File: src/rtl/memory_access_unit.sv
// Memory access unit: turns controller load/store/fetch requests into
// single-word external bus transactions, with lane steering on the way out
// and byte/half extraction plus sign/zero extension on the way back.
module memory_access_unit (
  input  logic        clk,
  input  logic        reset,
  input  logic        memory_enable,
  input  logic        memory_command,
  input  logic        fetch,
  input  logic [31:0] address,
  input  logic [31:0] write_data,
  input  logic [2:0]  load_memory_decoder_type,
  input  logic [1:0]  store_memory_encoder_type,
  output logic        memory_ready,
  output logic        memory_valid,
  output logic [31:0] read_data,
  output logic        misaligned_exception,
  output logic        bus_request,
  output logic        bus_write,
  output logic [31:0] bus_address,
  output logic [3:0]  bus_byte_enable,
  output logic [31:0] bus_write_data,
  input  logic        bus_ack,
  input  logic [31:0] bus_read_data
);

  localparam int unsigned AW = 32;
  localparam int unsigned DW = 32;

  localparam logic [1:0] SZ_BYTE = 2'd0;
  localparam logic [1:0] SZ_HALF = 2'd1;
  localparam logic [1:0] SZ_WORD = 2'd2;

  typedef enum logic [1:0] {IDLE, REQUEST, RESPONSE} state_t;

  state_t        state_q, state_d;
  logic [AW-1:0] addr_q, addr_d;
  logic          cmd_q, cmd_d;
  logic          fetch_q, fetch_d;
  logic [1:0]    size_q, size_d;
  logic          unsigned_q, unsigned_d;
  logic [DW-1:0] wdata_q, wdata_d;
  logic [DW-1:0] rdata_q, rdata_d;

  logic [1:0]    req_size_c;
  logic [3:0]    be_c;
  logic [7:0]    rd_byte_c;
  logic [15:0]   rd_half_c;
  logic [DW-1:0] rd_decoded_c;

  // Access size of the incoming request and its alignment check
  always_comb begin
    req_size_c = SZ_WORD;
    if (!fetch) begin
      if (memory_command) begin
        case (store_memory_encoder_type)
          2'b00:   req_size_c = SZ_BYTE;
          2'b01:   req_size_c = SZ_HALF;
          default: req_size_c = SZ_WORD;
        endcase
      end else begin
        case (load_memory_decoder_type[1:0])
          2'b00:   req_size_c = SZ_BYTE;
          2'b01:   req_size_c = SZ_HALF;
          default: req_size_c = SZ_WORD;
        endcase
      end
    end
    misaligned_exception = 1'b0;
    if (req_size_c == SZ_HALF) misaligned_exception = address[0];
    if (req_size_c == SZ_WORD) misaligned_exception = (address[1:0] != 2'b00);
  end

  // Lane enables and replicated store data from the latched request
  always_comb begin
    case (size_q)
      SZ_BYTE: begin
        be_c           = 4'b0001 << addr_q[1:0];
        bus_write_data = {4{wdata_q[7:0]}};
      end
      SZ_HALF: begin
        be_c           = 4'b0011 << addr_q[1:0];
        bus_write_data = {2{wdata_q[15:0]}};
      end
      default: begin
        be_c           = 4'b1111;
        bus_write_data = wdata_q;
      end
    endcase
    bus_address = {addr_q[AW-1:2], 2'b00};
  end

  // Extract and extend the addressed byte/half from the returned bus word
  always_comb begin
    case (addr_q[1:0])
      2'd0:    rd_byte_c = bus_read_data[7:0];
      2'd1:    rd_byte_c = bus_read_data[15:8];
      2'd2:    rd_byte_c = bus_read_data[23:16];
      default: rd_byte_c = bus_read_data[31:24];
    endcase
    rd_half_c = addr_q[1] ? bus_read_data[31:16] : bus_read_data[15:0];
    case (size_q)
      SZ_BYTE: rd_decoded_c = unsigned_q ? {24'b0, rd_byte_c}
                                         : {{24{rd_byte_c[7]}}, rd_byte_c};
      SZ_HALF: rd_decoded_c = unsigned_q ? {16'b0, rd_half_c}
                                         : {{16{rd_half_c[15]}}, rd_half_c};
      default: rd_decoded_c = bus_read_data;
    endcase
  end

  // Next-state, request latching and status/bus strobes
  always_comb begin
    state_d         = state_q;
    addr_d          = addr_q;
    cmd_d           = cmd_q;
    fetch_d         = fetch_q;
    size_d          = size_q;
    unsigned_d      = unsigned_q;
    wdata_d         = wdata_q;
    rdata_d         = rdata_q;
    memory_ready    = 1'b0;
    memory_valid    = 1'b0;
    bus_request     = 1'b0;
    bus_write       = 1'b0;
    bus_byte_enable = 4'b0000;
    case (state_q)
      IDLE: begin
        memory_ready = 1'b1;
        if (memory_enable && !misaligned_exception) begin
          addr_d     = address;
          cmd_d      = memory_command;
          fetch_d    = fetch;
          size_d     = req_size_c;
          unsigned_d = !fetch && load_memory_decoder_type[2];
          wdata_d    = write_data;
          state_d    = REQUEST;
        end
      end
      REQUEST: begin
        bus_request     = 1'b1;
        bus_write       = cmd_q && !fetch_q;
        bus_byte_enable = be_c;
        if (bus_ack) begin
          if (!cmd_q || fetch_q) rdata_d = rd_decoded_c;
          state_d = RESPONSE;
        end
      end
      RESPONSE: begin
        memory_valid = 1'b1;
        state_d      = IDLE;
      end
      default: state_d = IDLE;
    endcase
  end

  // State and latched-request registers
  always_ff @(posedge clk) begin
    if (reset) begin
      state_q    <= IDLE;
      addr_q     <= '0;
      cmd_q      <= 1'b0;
      fetch_q    <= 1'b0;
      size_q     <= SZ_BYTE;
      unsigned_q <= 1'b0;
      wdata_q    <= '0;
      rdata_q    <= '0;
    end else begin
      state_q    <= state_d;
      addr_q     <= addr_d;
      cmd_q      <= cmd_d;
      fetch_q    <= fetch_d;
      size_q     <= size_d;
      unsigned_q <= unsigned_d;
      wdata_q    <= wdata_d;
      rdata_q    <= rdata_d;
    end
  end

  assign read_data = rdata_q;

endmodule

File: config.mk
export PLATFORM = sky130hd
export DESIGN_NAME = memory_access_unit
export DESIGN_NICKNAME = d
export VERILOG_FILES = /design/src/rtl/memory_access_unit.sv
export SDC_FILE = /design/constraint.sdc
export NUM_CORES = 1
export LEC_CHECK = 0
export ABC_AREA = 0
export CORE_ASPECT_RATIO = 1.2
export CORE_UTILIZATION = 48
export CTS_BUF_LIST = sky130_fd_sc_hd__clkbuf_4
export DETAILED_ROUTE_END_ITERATION = 6
export PLACE_DENSITY = 0.94
export SETUP_SLACK_MARGIN = 0.05
export SYNTH_ARGS = -nofsm -noshare
export SYNTH_HDL_FRONTEND = slang
export SYNTH_SLANG_ARGS = --single-unit
File: constraint.sdc
create_clock -name clk -period 5.4 [get_ports clk]
set_input_delay 1.35 -clock clk [delete_from_list [all_inputs] [get_ports clk]]
set_output_delay 1.35 -clock clk [all_outputs]
set_load 0.03 [all_outputs]
==> results of run 1 <==
path summary, 6_finish.rpt:
| check | depth (start not counted) | endpoint | slack [ns] | start |
|---|---|---|---|---|
| max | 6 | misaligned_exception | 1.13 | memory_command |
| min | 2 | addr_q[13] | 0.49 | addr_q[13] |
| max reg2reg | 5 | wdata_q[31] | 2.89 | state_q[1] |
| min reg2reg | 2 | addr_q[13] | 0.49 | addr_q[13] |
cell type report:
class,instances,area [um^2],area share (%)
clock buffers,10,75.1,1.06
diodes,1,2.50,0.0353
inverters,4,15.0,0.212
multi-input cells,454,2580,36.3
clock inverters,6,60.1,0.847
flip-flops and latches,103,2060,29.1
repair buffers,216,2140,30.2
well taps,129,161,2.28
state kept, by name, summed over array words and instances, names as in the netlist:
name / cells
addr_q: 32
unsigned_q: 1
fetch_q: 1
state_q: 2
read_data: 32
cmd_q: 1
size_q: 2
wdata_q: 32
synthesized netlist by cell type:
cell type	count
dfxtp_1	103
a21oi_1	81
nand3_1	79
o21ai_0	65
nor2_1	49
nand2_1	47
buf_4	41
clkbuf_1	37
a211oi_1	26
mux2_2	18
o21ai_1	17
buf_2	16
mux2i_1	12
nor2b_1	9
a311oi_1	7
a31o_2	7
and3b_1	7
nand2b_1	5
buf_6	4
inv_1	4
buf_1	2
nor3_1	2
nor3b_1	2
o22ai_1	2
a22oi_1	1
a31oi_2	1
and2_4	1
and3_1	1
and3_4	1
clkbuf_2	1
conb_1	1
nand3_2	1
nand3b_1	1
nand4b_1	1
o211a_1	1
o211ai_2	1
o21bai_1	1
o41ai_1	1
or2_2	1
or3b_2	1
or4_4	1
or4b_1	1
or4b_4	1
power by group through the flow:
stage | Sequential [uW] | Clock [uW] | Combinational (uW)
floorplan | 842 | 0 | 223
finish | 813 | 408 | 410
CTS | 812 | 416 | 407
global placement | 828 | 0 | 401
detailed placement | 829 | 0 | 405
global route | 817 | 445 | 437
kinds of logic (layout without fill, tap and decap cells):
family	Yosys count	in the layout	share of synthesized area [%]
AOI/OAI and AO/OA	211	211	23.1
buffers and inverters	105	236	11.5
DFF	103	103	39.5
muxes	30	30	6.18
other	1	3	0.0718
and+or+nand+nor	211	211	19.8
critical path, stage by stage:
cell,delay (ns)
clkdlybuf4s50_1,0.62
mux2i_1,0.45
nand2b_1,0.16
nand2_1,0.10
nand2_1,0.06
buf_4,0.17
through the flow:
step	util, %	cell area [um^2]
final	67.1	7090
after global routing	67.1	7090
after CTS	67.1	7090
after detailed placement	65.8	6960
after global placement	65.8	6960
after floorplan	-	5230
routing by layer:
metal / wire, um / track usage (%) / vias up / share of wire [%]
li1: - / - / 2557 / -
met1: 6280 / 32.7 / 2486 / 38
met2: 8160 / 50.1 / 284 / 49
met3: 1660 / 9.22 / 41 / 9.9
met4: 577 / 13.1 / 0 / 3.5
met5: 0 / 0 / - / 0
==> results.json, run 1 <==
{
  "fmax_ghz": 0.234,
  "worst_slack_ns": 1.13,
  "numClockSinks": 103,
  "root_buffer": "clkbuf_4",
  "crit_arrival_ns": 2.92,
  "setup_viol": 0,
  "synth_warnings": 0,
  "place_inst": 906,
  "cp.required_ns": 4.05,
  "viasPerCell": 5.82,
  "top_level_ports": 212,
  "avgRoutedWirePerCell_um": 18.1,
  "fin_setup_tns_ns": 0,
  "synth.area.top_cells": "dfxtp_1 39%, a21oi_1 7.8%, nand3_1 7.6%",
  "start_util_pct": 49.4,
  "cts.htree.levels": 3,
  "cp-start-kind": "input port",
  "grt.total_usage_pct": 28.9,
  "drc_errors": 0,
  "syn_area_per_cell_um2": 7.90,
  "power-per-cell-area_nw_per_um2": 230,
  "coreArea_um2": 10600,
  "final-hold-violation-count": 0,
  "outcome": "finished, final reports clean",
  "final_common_cell": "clkdlybuf4s50_1",
  "cts_hold_repair.buffers": 0,
  "finalMaxSlewViolations": 0,
  "post-place-ws_ns": 1.16,
  "drt_iter0_markers": 330,
  "grt-ovfl-total": 0,
  "worst_pin_slew_ns": 1.19,
  "ant_nets": 0,
  "antenna_found_initial": 1,
  "routed-via-count": 5368,
  "fp.dieW_um": 97.2,
  "post-cts-setup-buffer-count": 0,
  "power.share.sequential_pct": 49.8,
  "final_cell_mix": "207 x clkdlybuf4s50_1, 102 x dfxtp_1, 81 x a21oi_1, 79 x nand3_1, 65 x o21ai_0",
  "vdd_drop_max_uv": 144,
  "path_max_fanout": 6,
  "max_cap_violations": 0,
  "crit_type": "input port to output port",
  "post_cts_resized": 0,
  "dp_hpwl_um": 11300,
  "whs_ns": 0.485,
  "area_growth_pct": 35.8,
  "portBuffers": 209,
  "p_int_uw": 1120,
  "grt_first_pass_wirelength_um": 25700,
  "clock_skew_ns": 0.0141,
  "hold_class": "flip-flop to flip-flop",
  "p_total_uw": 1630,
  "synth.ff_latch_count": 103,
  "clk_pin_slew_ns": 0.14,
  "synth_top_cell_area_share_pct": 39.5,
  "swShare_pct": 31.4,
  "synth.distinct_cells": 43,
  "fin_crit_ns": 4.27,
  "synth_top_cell_by_area": "dfxtp_1",
  "drive_gt1_share_pct": 7.44,
  "numCtsBuffers": 9,
  "total_leakage_power_uw": 0.00233,
  "final_cell_count_no_fill": 923,
  "clock_latency_ns": 0.46,
  "rows": 41,
  "worstSetupEndpointType": "output port",
  "netSwitchingPower_uw": 513,
  "power_frac_comb_pct": 25.2,
  "fin_crit_sh_pct": 79.0,
  "gp_congestion": 0.810,
  "fill_cells": 871,
  "cts_tree": "done",
  "fp.dieH_um": 116,
  "cts_buffer_depth": 2,
  "nNetsFinal": 895,
  "clkPwrFrac_pct": 25.0,
  "die_area_um2": 11300,
  "synth-seq-area-share_pct": 39.5,
  "syn_area_um2": 5230,
  "rsz0062_at_grt": "no",
  "routed_wl_um": 16700,
  "grt_pass1_vias": 4988,
  "grt_max_degree": 105,
  "slew_headroom_pct": 20.9,
  "postSynthCellCount": 661,
  "firstDrtPassIters": 6
}
(Power assumes the default switching activity.)
==> run 2, diff against run 1 <==
--- a/config.mk
+++ b/config.mk
@@ -7,10 +7,10 @@
 export LEC_CHECK = 0
 export ABC_AREA = 0
 export CORE_ASPECT_RATIO = 1.2
-export CORE_UTILIZATION = 48
+export CORE_UTILIZATION = 45
 export CTS_BUF_LIST = sky130_fd_sc_hd__clkbuf_4
 export DETAILED_ROUTE_END_ITERATION = 6
-export PLACE_DENSITY = 0.94
+export PLACE_DENSITY = 0.89
 export SETUP_SLACK_MARGIN = 0.05
 export SYNTH_ARGS = -nofsm -noshare
 export SYNTH_HDL_FRONTEND = slang
==> constraint.sdc (replaced) <==
create_clock -name clk -period 4.25 [get_ports clk]
set_input_delay 1.0625 -clock clk [delete_from_list [all_inputs] [get_ports clk]]
set_output_delay 1.0625 -clock clk [all_outputs]
set_load 0.03 [all_outputs]
==> run 2 against run 1 <==
  * Die area is 6.5% higher
  * Non-clock buffer count stayed put
  * Power grew 25%
  * Global-route usage fell by 1.8 points
  * Largest cell class unchanged
==> results.json, run 2 (synthesis gave the netlist of run 1 again) <==
{
  "grt-ovfl-total": 0,
  "slew_headroom_pct": 25.4,
  "clock_skew_ns": 0.0254,
  "path_cells": "clkdlybuf4s50_1, mux2i_1, nand2b_1, nand2_1, nand2_1, buf_4",
  "slowest_stage": "clkdlybuf4s50_1",
  "numCtsBuffers": 9,
  "worstSetupEndpointType": "output port",
  "final-hold-violation-count": 0,
  "whs_ns": 0.486,
  "p_total_uw": 2040,
  "rows": 42,
  "root_buffer": "clkbuf_4",
  "final_cell_mix": "207 x clkdlybuf4s50_1, 102 x dfxtp_1, 81 x a21oi_1, 79 x nand3_1, 65 x o21ai_0",
  "cts_tree": "done",
  "cts.htree.levels": 3,
  "grt_pass1_vias": 5008,
  "critPathMaxStageDelay_ns": 0.61,
  "fin_setup_tns_ns": 0,
  "hold_class": "flip-flop to flip-flop",
  "fp.dieW_um": 100,
  "fill_cells": 955,
  "final_area_um2": 7120,
  "drive_gt1_share_pct": 7.57,
  "gp_congestion": 0.815,
  "drt_iter0_markers": 247,
  "grt_max_degree": 105,
  "setup_viol": 0,
  "fp.dieH_um": 120,
  "fmax_ghz": 0.276,
  "rsz0062_at_grt": "no",
  "grt_first_pass_wirelength_um": 25300,
  "drc_errors": 0,
  "cp.required_ns": 3.19,
  "total_leakage_power_uw": 0.00233,
  "cts_hold_repair.buffers": 0,
  "portBuffers": 209,
  "crit_top_cell": "nand2_1",
  "path_max_fanout": 6,
  "placed_area_um2": 7000,
  "area_growth_pct": 36.3,
  "power-per-cell-area_nw_per_um2": 286,
  "grt.total_usage_pct": 27.0,
  "start_util_pct": 46.7,
  "antenna_found_initial": 0,
  "viasPerCell": 5.51,
  "routed-via-count": 5221,
  "cts_buffer_depth": 2,
  "post-cts-setup-buffer-count": 0,
  "max_cap_violations": 0,
  "outcome": "finished, final reports clean",
  "clock_latency_ns": 0.49,
  "cp-start-kind": "input port",
  "vdd_drop_max_uv": 221,
  "avgRoutedWirePerCell_um": 17.0,
  "coreArea_um2": 11200,
  "dp_hpwl_um": 11100,
  "clk_pin_slew_ns": 0.16,
  "fin_crit_sh_pct": 85.4,
  "firstDrtPassIters": 5,
  "fin_crit_ns": 3.63,
  "nNetsFinal": 895,
  "die_area_um2": 12000,
  "ant_nets": 0,
  "utilization_pct": 63.6,
  "crit_arrival_ns": 2.57,
  "worst_pin_slew_ns": 1.12,
  "antennaDiodeCount": 0,
  "final_common_cell": "clkdlybuf4s50_1",
  "crit_type": "input port to output port",
  "top_level_ports": 212,
  "routed_wl_um": 16100,
  "post_cts_resized": 0,
  "finalMaxSlewViolations": 0,
  "numClockSinks": 103
}
## run 2: area by class of cell
| cell class | instances | area [um^2] | area share, % |
|---|---|---|---|
| multi-input combinational | 454 | 2580 | 36.2 |
| tap | 154 | 193 | 2.71 |
| clock buffer | 9 | 67.6 | 0.949 |
| inverter | 4 | 15.0 | 0.211 |
| timing repair buffer | 216 | 2150 | 30.2 |
| sequential | 103 | 2060 | 29.0 |
| clock inverter | 7 | 53.8 | 0.756 |
## run 2: path summary, 6_finish.rpt
| path | slack [ns] | end | start | cells past startpoint |
|---|---|---|---|---|
| worst min register to register | 0.49 | wdata_q[25] | wdata_q[25] | 2 |
| worst max register to register | 1.94 | read_data[21] | state_q[0] | 5 |
| worst max-delay path | 0.62 | misaligned_exception | memory_command | 6 |
| worst min-delay path | 0.49 | wdata_q[25] | wdata_q[25] | 2 |
## run 2: critical path, delay by kind of cell
kind	cells	cell delay, ns
buf+inv	2	0.77
mux	1	0.42
simple gates	3	0.31
## run 2: metal layers
| layer | up-vias | routed length (um) | global-route usage, % |
|---|---|---|---|
| li1 | 2549 | - | - |
| met1 | 2428 | 6260 | 31.1 |
| met2 | 217 | 7760 | 44.6 |
| met3 | 27 | 1610 | 9.84 |
| met4 | 0 | 432 | 12.2 |
| met5 | - | 0 | 0 |
## run 2: report_power, final
group / internal [uW] / switching (uW)
sequential: 1010 / 23.9
clock: 127 / 359
combinational: 228 / 290
## run 2: stage by stage
stage	std cells	setup slack (ns)
after floorplan	662	0.961
after global placement	931	0.689
after detailed placement	931	0.641
after CTS	947	0.632
after global routing	947	0.551
final	947	0.622
==> run 3, diff against run 2 <==
--- a/config.mk
+++ b/config.mk
@@ -5,12 +5,11 @@
 export SDC_FILE = /design/constraint.sdc
 export NUM_CORES = 1
 export LEC_CHECK = 0
-export ABC_AREA = 0
 export CORE_ASPECT_RATIO = 1.2
 export CORE_UTILIZATION = 45
 export CTS_BUF_LIST = sky130_fd_sc_hd__clkbuf_4
 export DETAILED_ROUTE_END_ITERATION = 6
-export PLACE_DENSITY = 0.89
+export PLACE_DENSITY = 0.83
 export SETUP_SLACK_MARGIN = 0.05
 export SYNTH_ARGS = -nofsm -noshare
 export SYNTH_HDL_FRONTEND = slang
==> run 3 against run 2 <==
  * Global-route usage is 0.14 points higher
  * Final cell count is 0.21% higher
  * Design area is 0.44% higher
  * Largest power group unchanged
==> results.json, run 3 (synthesis gave the netlist of run 1 again) <==
{
  "worst_pin_slew_ns": 1.10,
  "hold_class": "flip-flop to flip-flop",
  "cts.htree.levels": 3,
  "routed-via-count": 5353,
  "final_cell_mix": "207 x clkdlybuf4s50_1, 102 x dfxtp_1, 81 x a21oi_1, 79 x nand3_1, 65 x o21ai_0",
  "clk_pin_slew_ns": 0.17,
  "crit_type": "input port to output port",
  "critPathTopFamily": "buffers and inverters",
  "grt.total_usage_pct": 27.2,
  "ant_nets": 0,
  "rsz0062_at_grt": "no",
  "final_common_cell": "clkdlybuf4s50_1",
  "finalMaxSlewViolations": 0,
  "dp_hpwl_um": 11700,
  "grt-ovfl-total": 0,
  "cts_buffer_depth": 2,
  "clock_latency_ns": 0.46,
  "setup_viol": 0,
  "fill_cells": 956,
  "fp.dieW_um": 100,
  "final-hold-violation-count": 0,
  "fin_crit_sh_pct": 87.3,
  "cp.required_ns": 3.19,
  "routed_wl_um": 16600,
  "whs_ns": 0.487,
  "seq_area_um2": 2060,
  "path_cells": "clkdlybuf4s50_1, mux2i_1, nand2b_1, nand2_1, nand2_1, buf_4",
  "slew_headroom_pct": 26.7,
  "path_max_fanout": 6,
  "slowest_stage": "clkdlybuf4s50_1",
  "grt_pass1_vias": 5132,
  "total_leakage_power_uw": 0.00234,
  "coreArea_um2": 11200,
  "rows": 42,
  "top_level_ports": 212,
  "vdd_drop_max_uv": 168,
  "cp-start-kind": "input port",
  "die_area_um2": 12000,
  "worstSetupEndpointType": "output port",
  "gp_congestion": 0.854,
  "start_util_pct": 46.7,
  "drt_iter0_markers": 322,
  "crit_arrival_ns": 2.65,
  "numClockSinks": 103,
  "clock_skew_ns": 0.0220,
  "critPathBufInv": 2,
  "outcome": "finished, final reports clean",
  "critPathMaxStageDelay_ns": 0.61,
  "drc_errors": 0,
  "crit_top_cell": "nand2_1",
  "nNetsFinal": 896,
  "antenna_found_initial": 1,
  "fin_crit_ns": 3.71,
  "grt_max_degree": 105,
  "cts_hold_repair.buffers": 0,
  "fin_setup_tns_ns": 0,
  "area_growth_pct": 36.9,
  "multi_input_area_um2": 2580,
  "portBuffers": 209,
  "root_buffer": "clkbuf_4",
  "drive_gt1_share_pct": 7.68,
  "fp.dieH_um": 120,
  "max_cap_violations": 0,
  "cts_tree": "done",
  "firstDrtPassIters": 5,
  "grt_first_pass_wirelength_um": 25600,
  "power-per-cell-area_nw_per_um2": 292,
  "post-cts-setup-buffer-count": 0,
  "viasPerCell": 5.64,
  "numCtsBuffers": 9,
  "avgRoutedWirePerCell_um": 17.5,
  "post_cts_resized": 0,
  "fmax_ghz": 0.270
}
-- run 3: cell count changes in the layout (fill, tap and decap cells not counted), sizes merged --
cell / change
diode: +1
buf: +1
bufinv: +1
clkbuf: +1
inv: -1
clkinv: -1
-- run 3: power by group --
group | leakage [uW] | total (uW) | internal, uW | switching (uW)
clock | 0.0000750 | 529 | 190 | 340
combinational | 0.00143 | 522 | 230 | 292
sequential | 0.000837 | 1030 | 1010 | 25.7
-- run 3: cell type report --
cell class | instances | share of cell area [%]
Clock inverter | 6 | 0.945
Clock buffer | 10 | 1.05
Timing Repair Buffer | 217 | 30.2
Multi-Input combinational cell | 454 | 36.0
Sequential cell | 103 | 28.8
Tap cell | 154 | 2.69
Antenna cell | 1 | 0.0350
Inverter | 4 | 0.210
-- run 3: worst paths after layout --
kind | startpoint | end | slack (ns) | cells past startpoint
hold reg to reg | addr_q[2] | addr_q[2] | 0.49 | 2
setup / recovery | memory_command | misaligned_exception | 0.54 | 6
setup reg to reg | state_q[1] | read_data[11] | 1.85 | 5
hold / removal | addr_q[2] | addr_q[2] | 0.49 | 2
-- run 3: through the flow --
stage	worst slack (ns)	utilization, %	instances	cell area (um^2)	total power [uW]
after floorplan	0.961	-	662	5230	1350
after global placement	0.661	62.6	932	7010	1560
after detailed placement	0.560	62.6	932	7010	1570
after CTS	0.549	63.9	948	7150	2090
after global routing	0.471	63.9	949	7150	2170
final	0.540	63.9	949	7150	2090
-- run 3: tightest hold or removal path: cells and delay by family, from the launching register on --
| family | cells | cell delay (ns) |
|---|---|---|
| compound gates | 2 | 0.12 |
| flops | 1 | 0.34 |
-- run 3: layer usage --
layer | up-vias | part of all wire, % | wire, um | GRT usage (%)
li1 | 2550 | - | - | -
met1 | 2504 | 37 | 6170 | 30.5
met2 | 260 | 49 | 8160 | 46.0
met3 | 39 | 10 | 1740 | 9.49
met4 | 0 | 3.0 | 505 | 12.2
met5 | - | 0 | 0 | 0
